===== src/rtl/twmul_seq.sv =====
// Twiddle-multiply sequencer for one radix-2 DIF stage of the 32-point IFFT.
// Reads the 16 lower-leg samples, feeds the multiplier, and writes the products back in place.
module twmul_seq #(
  parameter int MUL_LAT = 4,
  parameter int DW      = 36
) (
  input  logic          i_clk,
  input  logic          i_rst,
  input  logic          i_start,
  input  logic [2:0]    i_stage,
  output logic          o_busy,
  output logic          o_done,
  output logic          o_err,
  output logic [4:0]    o_rd_addr,
  output logic          o_rd_en,
  input  logic [DW-1:0] i_rd_dr,
  input  logic [DW-1:0] i_rd_di,
  output logic [DW-1:0] o_mul_dr,
  output logic [DW-1:0] o_mul_di,
  output logic [6:0]    o_mul_twsel,
  input  logic [DW-1:0] i_mul_or,
  input  logic [DW-1:0] i_mul_oi,
  output logic          o_wr_en,
  output logic [4:0]    o_wr_addr,
  output logic [DW-1:0] o_wr_dr,
  output logic [DW-1:0] o_wr_di
);

  typedef enum logic [1:0] {S_IDLE, S_ISSUE, S_DRAIN} state_t;

  state_t       r_state;
  logic [2:0]   r_stage;
  logic [3:0]   r_j;
  logic         r_busy;
  logic         r_done;
  logic         r_err;
  logic         r_rd_en;
  logic [4:0]   r_rd_addr;
  logic [6:0]   r_rd_tw;
  logic         r_v1;
  logic [4:0]   r_a1;
  logic [6:0]   r_tw1;
  logic [MUL_LAT-1:0] r_sr_v;
  logic [4:0]   r_sr_a [MUL_LAT];

  logic [2:0]   w_stage;
  logic [3:0]   w_j;
  logic [3:0]   w_mask;
  logic [4:0]   w_span;
  logic [4:0]   w_addr;
  logic [6:0]   w_tw;
  logic         w_empty;

  // In IDLE the address path looks at the incoming stage so j=0 is issued on the accept edge.
  always_comb begin
    w_stage = (r_state == S_IDLE) ? i_stage : r_stage;
    w_j     = (r_state == S_IDLE) ? 4'd0 : r_j;
    w_span  = 5'd16 >> w_stage;
    w_mask  = w_span[3:0] - 4'd1;
    w_addr  = {(w_j & ~w_mask), 1'b0} + {1'b0, (w_j & w_mask)} + w_span;
    w_tw    = {w_stage, 4'b0000} + {3'b000, w_j} + 7'd1;
    w_empty = !r_rd_en && !r_v1 && (r_sr_v[MUL_LAT-2:0] == '0);
  end

  always_ff @(posedge i_clk) begin
    if (i_rst) begin
      r_state   <= S_IDLE;
      r_stage   <= '0;
      r_j       <= '0;
      r_busy    <= 1'b0;
      r_done    <= 1'b0;
      r_err     <= 1'b0;
      r_rd_en   <= 1'b0;
      r_rd_addr <= '0;
      r_rd_tw   <= '0;
      r_v1      <= 1'b0;
      r_a1      <= '0;
      r_tw1     <= '0;
      r_sr_v    <= '0;
      for (int k = 0; k < MUL_LAT; k++) r_sr_a[k] <= '0;
    end else begin
      r_err  <= 1'b0;
      r_done <= 1'b0;
      r_v1   <= r_rd_en;
      r_a1   <= r_rd_en ? r_rd_addr : 5'd0;
      r_tw1  <= r_rd_en ? r_rd_tw : 7'd0;
      r_sr_v <= {r_sr_v[MUL_LAT-2:0], r_v1};
      r_sr_a[0] <= r_v1 ? r_a1 : 5'd0;
      for (int k = 1; k < MUL_LAT; k++) r_sr_a[k] <= r_sr_a[k-1];
      case (r_state)
        S_IDLE: begin
          r_rd_en   <= 1'b0;
          r_rd_addr <= '0;
          r_rd_tw   <= '0;
          r_busy    <= 1'b0;
          if (i_start) begin
            if (i_stage <= 3'd4) begin
              r_stage   <= i_stage;
              r_j       <= 4'd1;
              r_rd_en   <= 1'b1;
              r_rd_addr <= w_addr;
              r_rd_tw   <= w_tw;
              r_busy    <= 1'b1;
              r_state   <= S_ISSUE;
            end else begin
              r_err <= 1'b1;
            end
          end
        end
        S_ISSUE: begin
          r_rd_en   <= 1'b1;
          r_rd_addr <= w_addr;
          r_rd_tw   <= w_tw;
          r_j       <= r_j + 4'd1;
          if (r_j == 4'd15) r_state <= S_DRAIN;
        end
        S_DRAIN: begin
          r_rd_en   <= 1'b0;
          r_rd_addr <= '0;
          r_rd_tw   <= '0;
          if (r_done) begin
            r_busy  <= 1'b0;
            r_state <= S_IDLE;
          end else if (w_empty) begin
            r_done <= 1'b1;
          end
        end
        default: r_state <= S_IDLE;
      endcase
    end
  end

  assign o_busy      = r_busy;
  assign o_done      = r_done;
  assign o_err       = r_err;
  assign o_rd_en     = r_rd_en;
  assign o_rd_addr   = r_rd_addr;
  assign o_mul_dr    = r_v1 ? i_rd_dr : '0;
  assign o_mul_di    = r_v1 ? i_rd_di : '0;
  assign o_mul_twsel = r_tw1;
  assign o_wr_en     = r_sr_v[MUL_LAT-1];
  assign o_wr_addr   = r_sr_a[MUL_LAT-1];
  assign o_wr_dr     = o_wr_en ? i_mul_or : '0;
  assign o_wr_di     = o_wr_en ? i_mul_oi : '0;

endmodule


===== config.mk =====
export PLATFORM = sky130hd
export DESIGN_NAME = twmul_seq
export DESIGN_NICKNAME = d
export VERILOG_FILES = /design/src/rtl/twmul_seq.sv
export SDC_FILE = /design/constraint.sdc
export NUM_CORES = 1
export LEC_CHECK = 0
export CORE_ASPECT_RATIO = 1.25
export CORE_MARGIN = 8
export CORE_UTILIZATION = 30
export DETAILED_ROUTE_END_ITERATION = 16
export PLACE_DENSITY_LB_ADDON = 0.2
export SYNTH_ARGS = -nofsm -noshare
export SYNTH_HDL_FRONTEND = slang
export SYNTH_SLANG_ARGS = --single-unit

===== constraint.sdc =====
create_clock -name i_clk -period 5.29 [get_ports i_clk]
set_input_delay 1.3225 -clock i_clk [delete_from_list [all_inputs] [get_ports i_clk]]
set_output_delay 1.3225 -clock i_clk [all_outputs]
set_load 0.005 [all_outputs]

==> flow_metrics.py <==
metrics = {
    "final_layout": {
        "fin_util_pct": 61.61,
        "nets": 893,
        "fin_area_mm2": 0.007123,
        "drive_gt1_share_pct": 3.946,
        "syn_to_final_growth_pct": 101.0,
    },
    "die": {
        "die_w_um": 113.2,
        "dieArea_mm2": 0.01557,
        "boundaryPins": 316,
        "fp-row-count": 44,
        "fp.coreArea_mm2": 0.01156,
        "die_h_um": 137.5,
        "start_util_pct": 30.65,
    },
    "grt": {
        "gr-usage-all-layers_pct": 24.84,
        "grt_pass1_vias": 4064,
        "grt_max_degree": 73,
        "use_met2_pct": 38.24,
        "grt.met3_usage_pct": 15.61,
        "grt_first_pass_wirelength_um": 28280,
        "grt_overflow": 0,
        "antenna_found_initial": 1,
        "gr-max-usage-layer": "met2",
        "grt_use_met1_pct": 28.60,
    },
    "clock_network": {
        "cts.sinks": 62,
        "htreeDepth": 3,
        "clock_path_buffers": 2,
        "clk_latency_ns": 0.32,
        "ctsResizeCount": 0,
        "cts_hold_buf": 0,
        "cts_tree": "built",
        "clk_pin_slew_ns": 0.06,
        "cts-root-buf": "clkbuf_16",
        "cts_made_buffers": 9,
        "cts_setup_buffers": 0,
    },
    "setup_path": {
        "cp_top_family": "adder cells",
        "r2r-end": "o_rd_addr[4]",
        "critical_path.endpoint": "o_rd_addr[4]",
        "crit_path_end_kind": "flip-flop",
        "r2r_slack_ns": 1.38,
        "cp.required_ns": 5.50,
        "reg2reg_from": "r_state[0]",
        "slowest_stage": "fa_1",
        "max_stage_delay_ns": 0.55,
        "reg2reg_depth": 12,
        "path_cells": "clkdlybuf4s50_1, mux2i_1, and2b_1, nand2_1, fa_1, inv_1, ha_1, a21oi_1, a21oi_1, or2_2, a211o_1",
        "worstSetupStartpoint": "i_stage[2]",
        "critical_path_class": "in -> reg",
        "worst_ep_arrival_time_ns": 4.32,
        "cp_num_cells": 11,
        "cp-start-kind": "input pin",
        "path_buf_inv": 2,
        "path_common_cell": "a21oi_1",
        "cp_max_fo": 5,
    },
    "timing": {
        "setup-violations-final": 0,
        "timing.fmax_mhz": 243.5,
        "grt_setup_unrepaired": "no",
        "hold_slack_ns": 0.4237,
        "period_share_pct": 77.65,
        "hold_viol": 0,
        "fin_setup_tns_ns": 0,
        "slew_headroom_pct": 40.21,
        "period_minus_slack_ns": 4.108,
        "finClkSkew_ns": 0.006571,
        "maxSlewViolCount": 0,
        "worst_pin_slew_ns": 0.8969,
    },
    "yosys": {
        "synth_enable_flop_cells": 0,
        "syn_area_mm2": 0.003543,
        "ys.flop_type": "dfxtp_1",
        "synth_cell_types": 47,
        "ys_seq_elements": 62,
        "synthArstFlopShare_pct": 0,
        "postSynthCellCount": 426,
        "synth.avg_cell_area_um2": 8.318,
        "syn_nets": 589,
        "yosys_warnings": 0,
        "yosysSeqAreaShare_pct": 35.03,
    },
    "placement": {
        "postPlaceCellArea_mm2": 0.006793,
        "dp_hpwl_um": 16820,
        "io_buffer_count": 315,
        "routabilityCongestion": 0.9450,
    },
    "route": {
        "wl_um": 20160,
        "via_per_inst": 4.645,
        "drt_first_pass_iters": 5,
        "wl_per_cell_um": 23.06,
        "vias": 4060,
        "dr.first_iter.drc_count": 298,
        "drc": 0,
        "postRouteAntennaNets": 0,
    },
    "pwr": {
        "p_switching_uw": 352.7,
        "clockPowerShare_pct": 44.6,
        "switching_share_pct": 24.55,
        "p_per_area_mw_per_mm2": 201.7,
        "p_leak_nw": 2.804,
        "intPower_mw": 1.084,
        "ir_worst_vdd_mv": 0.1649,
        "pwr-share-comb_pct": 21.0,
        "power_frac_seq_pct": 34.4,
        "total_power_mw": 1.437,
    },
    "run_status": {
        "status": "finished clean",
    },
    "job": {
        "drv_cap": 0,
    },
    "min_path": {
        "hold_path.class": "reg -> reg",
    },
}
[synth_stat cells, drive strengths merged, types with 2 or more instances]
cell       n  area, um^2
a31oi      2       12.51
and3       2       12.51
or4        2       18.77
nand3      6       30.03
ha         9       112.6
o21ai     17       88.84
inv       13       48.79
nor3b      3       22.52
xor2       4       35.03
o31ai      3       22.52
buf        2       10.01
o21a       2       15.01
a2bb2oi    2       17.52
a21oi      9       45.04
mux2i      7       82.58
dfxtp     62        1241
nand2b     5       31.28
nand2     20       75.07
xnor2      3       26.28
nor2b     27       168.9
and3b      2       17.52
nor2      10       37.54
and2     164        1026
clkbuf    25       103.9
fa         4       80.08
nor3       5       25.02
[final cells by class]
class / count / area, um^2
diodes: 1 / 2.502
clock buffers: 9 / 225.2
clock inverters: 7 / 102.6
fillers: 1023 / 4438
inverters: 13 / 48.80
multi-input cells: 324 / 2140
flip-flops and latches: 62 / 1241
well taps: 138 / 172.7
repair buffers: 320 / 3191
[layer usage]
layer | vias to the layer above | share of wire (%)
li1 | 1962 | -
met1 | 1856 | 40
met2 | 219 | 43
met3 | 23 | 15
met4 | 0 | 1.4
met5 | - | 0
[flip-flops by register name, summed over array words and instances, names as in the netlist]
register     flops
r_a1             5
r_rd_tw          7
r_state          2
o_err            1
o_rd_en          1
o_rd_addr        5
r_stage          3
r_sr_a          20
r_v1             1
o_mul_twsel      7
r_j              4
o_done           1
o_busy           1
r_sr_v           4
[cells in the final DEF (no fill, tap or decap), types with 2 or more instances in the layout]
master | synthesis | routed
nor3b_1 | 3 | 3
a31oi_1 | 2 | 2
ha_1 | 9 | 9
nor3_1 | 5 | 5
and2_1 | 164 | 164
and3b_1 | 2 | 2
a21oi_1 | 9 | 9
fa_1 | 4 | 4
nor2b_1 | 27 | 27
and3_1 | 2 | 2
o31ai_1 | 3 | 3
clkbuf_16 | 0 | 9
a2bb2oi_1 | 2 | 2
o21a_1 | 2 | 2
nor2_1 | 10 | 10
xor2_1 | 4 | 4
nand2_1 | 20 | 20
nand3_1 | 6 | 6
bufinv_16 | 0 | 2
o21ai_0 | 16 | 16
xnor2_1 | 3 | 3
mux2i_1 | 6 | 6
inv_6 | 0 | 4
nand2b_1 | 5 | 5
inv_1 | 12 | 12
buf_4 | 0 | 5
dfxtp_1 | 62 | 62
clkdlybuf4s50_1 | 0 | 315
[kinds of logic (layout without fill, tap and decap cells)]
group           Yosys count  after routing  synth area share [%]
compound gates           42             42                 7.663
xor+xnor                  7              7                 1.730
fa+ha+maj                13             13                 5.438
buf+inv                  40            349                 4.590
flops                    62             62                 35.03
mux                       8              8                 2.648
other cells               1              2                0.1058
simple gates            253            253                 42.80
[through the flow]
step                      instances  worst slack [ns]
after floorplan                 426             1.617
after global placement          857            0.8684
after detailed placement        857            0.8282
after CTS                       873             1.169
after global routing            874            0.9145
final                           874             1.183
[worst min-delay path by stage]
stage / from / endpoint / slack, ns / depth (start not counted)
after global placement: r_a1[4] / r_sr_a[0][4] / 0.41 / 1
after detailed placement: r_a1[0] / r_sr_a[0][0] / 0.41 / 1
after CTS: r_sr_v[2] / o_done / 0.42 / 1
after global routing: r_a1[4] / r_sr_a[0][4] / 0.45 / 1
final: r_sr_v[2] / o_done / 0.42 / 1
after floorplan: r_sr_v[2] / o_done / 0.39 / 1
[worst register-to-register path, cell delays in order (launching register included)]
cell and delay, ns:
dfxtp_1 0.35, inv_1 0.10, ha_1 0.75, mux2i_1 0.51, and2b_1 0.23, nand2_1 0.09
fa_1 0.55, inv_1 0.05, ha_1 0.33, a21oi_1 0.19, a21oi_1 0.11, or2_2 0.30
a211o_1 0.25
[power by group through the flow]
| stage | Sequential [mW] | Clock (mW) | Combinational (mW) |
|---|---|---|---|
| 6_report | 0.494 | 0.641 | 0.301 |
| 3_5_place_dp | 0.504 | 0 | 0.299 |
| 4_1_cts | 0.494 | 0.647 | 0.302 |
| 5_1_grt | 0.496 | 0.673 | 0.324 |
| 2_1_floorplan | 0.499 | 0 | 0.114 |
| 3_3_place_gp | 0.504 | 0 | 0.296 |
Power figures use the tool's default switching activity.
